--- config.mk ---
export PLATFORM = sky130hd
export DESIGN_NAME = add_share_arbiter_flat
export DESIGN_NICKNAME = d
export VERILOG_FILES = /design/src/rtl/add_share_arbiter_if.sv /design/src/rtl/add_share_arbiter.sv /design/src/flat_wrapper.sv
export SDC_FILE = /design/constraint.sdc
export NUM_CORES = 1
export LEC_CHECK = 0
export BUFFER_PORTS_ARGS = -buffer_cell sky130_fd_sc_hd__buf_2
export CAP_MARGIN = 15
export CELL_PAD_IN_SITES_DETAIL_PLACEMENT = 0
export CELL_PAD_IN_SITES_GLOBAL_PLACEMENT = 1
export CORE_AREA = 2 2 72 74
export CTS_CLUSTER_DIAMETER = 150
export CTS_CLUSTER_SIZE = 25
export DETAILED_ROUTE_END_ITERATION = 8
export DIE_AREA = 0 0 74 76
export PLACE_DENSITY = 0.75
export SLEW_MARGIN = 20
export SYNTH_ARGS = -nofsm -noshare
export SYNTH_HDL_FRONTEND = slang
export SYNTH_SLANG_ARGS = --single-unit
--- constraint.sdc ---
create_clock -name clk -period 1.3 [get_ports clk]
set_input_delay 0.065 -clock clk [delete_from_list [all_inputs] [get_ports clk]]
set_output_delay 0.065 -clock clk [all_outputs]
set_load 0.005 [all_outputs]
--- src/rtl/add_share_arbiter_if.sv ---
// Handshake bundle between the two adder requesters, the result consumer and add_share_arbiter.
// The slave modport is the arbiter's view; master is the environment's view.
interface add_share_arbiter_if #(
  parameter int WIDTH = 8
);
  logic             a_valid;
  logic [WIDTH-1:0] a_op0;
  logic [WIDTH-1:0] a_op1;
  logic             a_ready;
  logic             b_valid;
  logic [WIDTH-1:0] b_op0;
  logic [WIDTH-1:0] b_op1;
  logic             b_ready;
  logic             res_valid;
  logic [WIDTH:0]   res_sum;
  logic             res_src;
  logic             res_ready;
  logic [7:0]       op_count;

  modport slave (
    input  a_valid, a_op0, a_op1, b_valid, b_op0, b_op1, res_ready,
    output a_ready, b_ready, res_valid, res_sum, res_src, op_count
  );

  modport master (
    output a_valid, a_op0, a_op1, b_valid, b_op0, b_op1, res_ready,
    input  a_ready, b_ready, res_valid, res_sum, res_src, op_count
  );
endinterface

--- src/rtl/add_share_arbiter.sv ---
// Round-robin sharing of one adder between requesters A and B, with a
// single-entry result stage that holds under backpressure and a synchronous flush.
module add_share_arbiter #(
  parameter int WIDTH = 8
) (
  input  logic                 clk,
  input  logic                 rst_n,
  input  logic                 flush,
  add_share_arbiter_if.slave   bus
);

  typedef enum logic {
    EMPTY = 1'b0,
    FULL  = 1'b1
  } state_t;

  state_t           state;
  logic             prio;
  logic             can_accept;
  logic             grant_a;
  logic             grant_b;
  logic             accept;
  logic [WIDTH:0]   sum_a;
  logic [WIDTH:0]   sum_b;
  logic [WIDTH:0]   res_sum_q;
  logic             res_src_q;
  logic [7:0]       op_count_q;

  // rst_n is folded in so neither ready can rise while reset is held.
  assign can_accept = rst_n & ~flush & ((state == EMPTY) | bus.res_ready);

  assign grant_a = bus.a_valid & (~bus.b_valid | ~prio);
  assign grant_b = bus.b_valid & (~bus.a_valid |  prio);

  assign bus.a_ready = can_accept & grant_a;
  assign bus.b_ready = can_accept & grant_b;
  assign accept      = bus.a_ready | bus.b_ready;

  assign sum_a = {1'b0, bus.a_op0} + {1'b0, bus.a_op1};
  assign sum_b = {1'b0, bus.b_op0} + {1'b0, bus.b_op1};

  // NOTE: all state uses non-blocking assignments so every register samples
  // pre-edge values; blocking here would create order-dependent races.
  always_ff @(posedge clk or negedge rst_n) begin
    if (!rst_n) begin
      state      <= EMPTY;
      prio       <= 1'b0;
      res_sum_q  <= '0;
      res_src_q  <= 1'b0;
      op_count_q <= '0;
    end else if (flush) begin
      // Result payload and delivery count survive a flush; only occupancy and history clear.
      state <= EMPTY;
      prio  <= 1'b0;
    end else begin
      if ((state == FULL) && bus.res_ready) begin
        op_count_q <= op_count_q + 8'd1;
      end
      if (accept) begin
        state     <= FULL;
        prio      <= bus.a_ready;
        res_sum_q <= bus.a_ready ? sum_a : sum_b;
        res_src_q <= bus.b_ready;
      end else if (bus.res_ready) begin
        state <= EMPTY;
      end
    end
  end

  assign bus.res_valid = (state == FULL);
  assign bus.res_sum   = res_sum_q;
  assign bus.res_src   = res_src_q;
  assign bus.op_count  = op_count_q;

endmodule

--- src/flat_wrapper.sv ---
// flat-port wrapper written by rule: the top's interface ports become plain ports
module add_share_arbiter_flat 
#(
  parameter int WIDTH = 8
)
  (clk, rst_n, flush, bus_a_valid, bus_a_op0, bus_a_op1, bus_b_valid, bus_b_op0, bus_b_op1, bus_res_ready, bus_a_ready, bus_b_ready, bus_res_valid, bus_res_sum, bus_res_src, bus_op_count);
  add_share_arbiter_if #(.WIDTH(WIDTH)) bus_i ();
  input  logic clk;
  input  logic rst_n;
  input  logic flush;
  input wire logic [$bits(bus_i.a_valid)-1:0] bus_a_valid;
  input wire logic [$bits(bus_i.a_op0)-1:0] bus_a_op0;
  input wire logic [$bits(bus_i.a_op1)-1:0] bus_a_op1;
  input wire logic [$bits(bus_i.b_valid)-1:0] bus_b_valid;
  input wire logic [$bits(bus_i.b_op0)-1:0] bus_b_op0;
  input wire logic [$bits(bus_i.b_op1)-1:0] bus_b_op1;
  input wire logic [$bits(bus_i.res_ready)-1:0] bus_res_ready;
  output wire logic [$bits(bus_i.a_ready)-1:0] bus_a_ready;
  output wire logic [$bits(bus_i.b_ready)-1:0] bus_b_ready;
  output wire logic [$bits(bus_i.res_valid)-1:0] bus_res_valid;
  output wire logic [$bits(bus_i.res_sum)-1:0] bus_res_sum;
  output wire logic [$bits(bus_i.res_src)-1:0] bus_res_src;
  output wire logic [$bits(bus_i.op_count)-1:0] bus_op_count;
  assign bus_i.a_valid = bus_a_valid;
  assign bus_i.a_op0 = bus_a_op0;
  assign bus_i.a_op1 = bus_a_op1;
  assign bus_i.b_valid = bus_b_valid;
  assign bus_i.b_op0 = bus_b_op0;
  assign bus_i.b_op1 = bus_b_op1;
  assign bus_i.res_ready = bus_res_ready;
  assign bus_a_ready = bus_i.a_ready;
  assign bus_b_ready = bus_i.b_ready;
  assign bus_res_valid = bus_i.res_valid;
  assign bus_res_sum = bus_i.res_sum;
  assign bus_res_src = bus_i.res_src;
  assign bus_op_count = bus_i.op_count;
  add_share_arbiter #(.WIDTH(WIDTH)) u_core (.clk(clk), .rst_n(rst_n), .flush(flush), .bus(bus_i));
endmodule
# Word level (Yosys, flattened, before mapping)
# Cells that the tools add are included.
# word_totals
inputBits	38
wordCells	34
out_inout_bits	21
ff_bits	20
# classes
muxes	6
n_bitwise	15
n_addsub	3
reduce_logical	5
# op_table
operator	count
$add A8 B8 Y9	2
$mux W9	1
$add A8 B1 Y8 const B	1
$and A1 B1 Y1	6
$mux W1	5
$not A1 Y1	5
$or A1 B1 Y1	4
$reduce_and A2 Y1	2
$reduce_bool A3 Y1	1
$reduce_bool A2 Y1	1
$logic_and A1 B1 Y1	1

# Depth between registers and ports, before layout
# depth
depth_word	7
mapped_depth	8
ltp_nobuf	8

# Worst setup path after synthesis
# OpenSTA, ideal clock, no wires.
# synth_timing
path_type	input to register
from	input bus_b_op1[0]
to	register u_core.res_sum_q[6], in the netlist u_core.bus.res_sum[6]
setup_time_ns	0.111
arrival_time_ns	1.395
stages	8
required_time_ns	1.189
path_buffers	0
path_slack_ns	-0.206
cell_sequence	ha_1 -> inv_1 -> fa_1 -> and2b_1 -> nor3_1 -> o21ai_1 -> xnor2_1 -> a222oi_1
# synth_between
elab_chain_cells	2
# synth_rtl
element	line	text
start: declaration	flat_wrapper.sv:16	input wire logic [$bits(bus_i.b_op1)-1:0] bus_b_op1;
$add A8 B8 Y9	add_share_arbiter.sv:40	assign sum_b = {1'b0, bus.b_op0} + {1'b0, bus.b_op1};
$mux W9	add_share_arbiter.sv:62	res_sum_q <= bus.a_ready ? sum_a : sum_b;
end signal: assignment	add_share_arbiter.sv:62	
end: declaration	add_share_arbiter.sv:25	logic [WIDTH:0] res_sum_q;
# No other way between the ends.
# A chain may end at the register's enable or synchronous reset.

# Worst setup path in the final report
# layout_timing
from	register u_core.prio
to	register u_core.res_sum_q[4], in the netlist u_core.bus.res_sum[4]
# layout_between
elab_chain_cells	6
word_cells_on_any_way	10
classes_between	mux (1); bitwise (8); reduce/logical (1)
# layout_rtl
element	line	text
start: declaration	add_share_arbiter.sv:18	logic prio;
start signal: assignment	add_share_arbiter.sv:61	prio <= bus.a_ready;
$not A1 Y1	add_share_arbiter.sv:32	assign grant_a = bus.a_valid & (~bus.b_valid | ~prio);
$or A1 B1 Y1	add_share_arbiter.sv:32	
$and A1 B1 Y1	add_share_arbiter.sv:32	
$and A1 B1 Y1	add_share_arbiter.sv:35	assign bus.a_ready = can_accept & grant_a;
$or A1 B1 Y1	add_share_arbiter.sv:37	assign accept = bus.a_ready | bus.b_ready;
$reduce_and A2 Y1 (no line)	n/a	
# Several ways; a longest one is shown, not always the timed one.

==> results.json <==
{
  "drt-vias-per-instance": 4.79,
  "worst_hold_startpoint": "bus_res_ready",
  "final-instance-count-excl-fill": 329,
  "clk_root_buffer_cell": "clkbuf_8",
  "slowest_delay_ns": 0.52,
  "layout-drive-gt1-share": 0.544,
  "leading_cell_type_in_the_layout_fill_and_taps_excluded": "buf_2",
  "wire_length_of_the_first_global_routing_pass_microns": 6980,
  "max_slew_violation_total_from_the_final_report": 0,
  "reg2reg_slack_ns": -0.13,
  "yosys_warnings": 0,
  "critical_path.slowest_cell": "or4_4",
  "multiInputGateArea_sq_um": 1210,
  "max_slew_margin": 0.815,
  "outcome": "finished with violations",
  "layout.cell_area.non_filler_sq_um": 2550,
  "horiz_die_dim_microns": 74,
  "unrepaired_setup_endpoints_after_global_routing": "yes",
  "mappedNetlistNets": 216,
  "drt-initial-drc-count": 67,
  "finalCriticalPeriod_ns": 1.43,
  "startpoint_type": "register",
  "fin_hold_ws_ns": -0.000217,
  "finalNetCount": 317,
  "timing.critical_path.fanout_max": 5,
  "ff_latch_area_sq_um": 500,
  "worst_clock_skew_ns": 0.00461,
  "synth_area_leaders": "dfrtp_1, ha_1, xnor2_1, nand2_1, o211ai_1",
  "placed_cells_incl_taps": 314,
  "setup_violations": 11,
  "register_area_share_after_synthesis": 0.322,
  "worst_slew_pin_slew_ns": 0.277,
  "asyncSetResetFlopFracSynth": 1.00,
  "die_h_microns": 76,
  "postLayoutSetupSlackWorst_ns": -0.130,
  "h-tree-depth": 1,
  "clk_transition_reported_paths_ns": 0.08,
  "post-synth-top-area-cell": "dfrtp_1",
  "violations": "negative hold slack, negative setup slack",
  "layout_worst_path_cycle_share": 1.10,
  "cap_viol_max_count": 0,
  "dpl.hpwl_microns": 3360,
  "layout.filler_cells": 449,
  "design.portCount": 59,
  "routabilityCongestion": 0.798,
  "vias": 1576,
  "min_path_type": "primary input to register",
  "path_class": "register to register",
  "grt_start_max_net_pins": 21,
  "path_cells": "nand2_2 -> nand4_4 -> or4_4 -> nand2_4 -> o31ai_2",
  "antenna_found_initial": 0,
  "syn_to_final_growth_pct": 64.3,
  "p_leak_nw": 1.27,
  "grtUsageTotal": 0.157,
  "min_delay_path_depth": 2,
  "floorplan.rows": 26,
  "crit_arrival_ns": 1.58,
  "powerDensity_nw_per_um2": 969,
  "finalCoreUtilization": 0.520,
  "cts_max_path_buffers": 2,
  "dr_drc_count": 0,
  "core_area_sq_um": 4910,
  "floorplan.die_area_sq_um": 5620,
  "worstPathRequired_ns": 1.45,
  "synth.distinct_cells": 45,
  "syn_avg_cell_area_sq_um": 9.77,
  "kind_of_cell_with_the_highest_combined_delay_on_the_critical_path": "simple AND/OR/NAND/NOR gates",
  "ys_seq_elements": 20,
  "post_drt_wl_per_cell_microns": 13.1,
  "maxClockFrequency_mhz": 699,
  "clock_tree_from_tritoncts": "yes",
  "synth-main-ff-cell": "dfrtp_1",
  "worstPathBufferInverterCount": 0,
  "most_used_cells_in_the_layout_excluding_fill_and_tap_cells": "buf_2, buf_4, dfrtp_1, ha_1, buf_6",
  "initial_utilization": 0.316,
  "post_synth_instance_area_sq_um": 1550,
  "cts_made_buffers": 3,
  "source_to_sink_clock_delay_at_the_later_pin_of_the_worst_skew_pair_ns": 0.26,
  "clock-sinks": 20,
  "regToRegEndpoint": "u_core.bus.res_sum[4]",
  "antenna_cells": 0,
  "synth_edf_count": 0,
  "wl_microns": 4320,
  "grt_pass1_vias": 1446,
  "report.final.hold_viol_count": 1,
  "port_buffers": 58,
  "timing.hold.worst_endpoint": "u_core.bus.res_valid",
  "synth_top_cell_area_share": 0.322,
  "rr_startpoint": "u_core.prio",
  "placedInstanceArea_sq_um": 2160,
  "endpoint_kind": "register",
  "worstRegToRegCells": 5,
  "length_of_the_first_detailed_routing_pass_in_iterations": 4,
  "grt.overflow.total": 0,
  "postRouteAntennaNets": 0,
  "synthCells": 159,
  "vdd_ir_drop_max_uv": 409
}
final cells by class:
class                   count  share of cell area
multi-input cells         126               0.474
repair buffers             98               0.251
flip-flops and latches     20               0.196
well taps                  70              0.0343
clock buffers               3              0.0162
inverters                  11              0.0162
clock inverters             1              0.0118
metrics by stage:
step,setup TNS [ns],power [mW],worst slack (ns)
2_1_floorplan,-0.437,1.31,-0.131
5_1_grt,-1.55,2.64,-0.173
6_report,-0.529,2.48,-0.130
3_3_place_gp,-2.09,1.71,-0.487
4_1_cts,-0.478,2.41,-0.116
3_5_place_dp,-2.37,1.73,-0.520
flip-flops by register name (all words and copies together), names as in the netlist:
name / flops
u_core.bus.op_count: 8
u_core.bus.res_sum: 9
u_core.prio: 1
u_core.bus.res_valid: 1
u_core.bus.res_src: 1
worst max-delay path by stage:
stage                  from                    end  slack, ns  depth (start not counted)
3_5_place_dp   bus_a_op1[0]  u_core.bus.res_sum[8]      -0.52                          9
3_3_place_gp   bus_a_op1[0]  u_core.bus.res_sum[8]      -0.49                          9
6_report        u_core.prio  u_core.bus.res_sum[4]      -0.13                          5
2_1_floorplan  bus_a_op1[0]  u_core.bus.res_sum[8]      -0.13                          8
4_1_cts         u_core.prio  u_core.bus.res_sum[4]      -0.12                          5
5_1_grt         u_core.prio  u_core.bus.res_sum[4]      -0.17                          6
kinds of logic after synthesis:
| kind of cell | synth area share |
|---|---|
| xor gates and xnor gates | 0.0733 |
| adders and majority gates | 0.163 |
| buffers and inverters | 0.0362 |
| muxes | 0.0137 |
| AOI/OAI and AO/OA | 0.231 |
| and+or+nand+nor | 0.161 |
| DFF | 0.322 |
cells in the mapped netlist, drive strengths merged (5+ instances only):
library cell and number:
a21o 5, a21oi 5, dfrtp 20, ha 17, inv 11, nand2 12
nor2 9, nor2b 5, o211ai 6, o21ai 12, xnor2 8, xor2 5
power by group:
| part | switching (mW) | leakage [nW] | internal (mW) |
|---|---|---|---|
| sequential | 0.115 | 0.254 | 0.753 |
| combinational | 0.449 | 0.980 | 0.524 |
| clock | 0.224 | 0.0357 | 0.411 |
layer usage:
metal | track usage | wire [microns]
met5 | 0 | 0
met4 | 0.0491 | 50
met3 | 0.0198 | 153
met2 | 0.236 | 2120
met1 | 0.232 | 2000
timing repair:
action                     4_1_cts  5_1_grt
pin swaps                       14       18
hold buffers                     1        0
gates cloned                     0        0
buffers inserted                 4        7
gates resized for setup         18       31
hold endpoints to repair        20        0
setup endpoints to repair       11       17
Note: power is estimated with default switching activity, not from simulation.
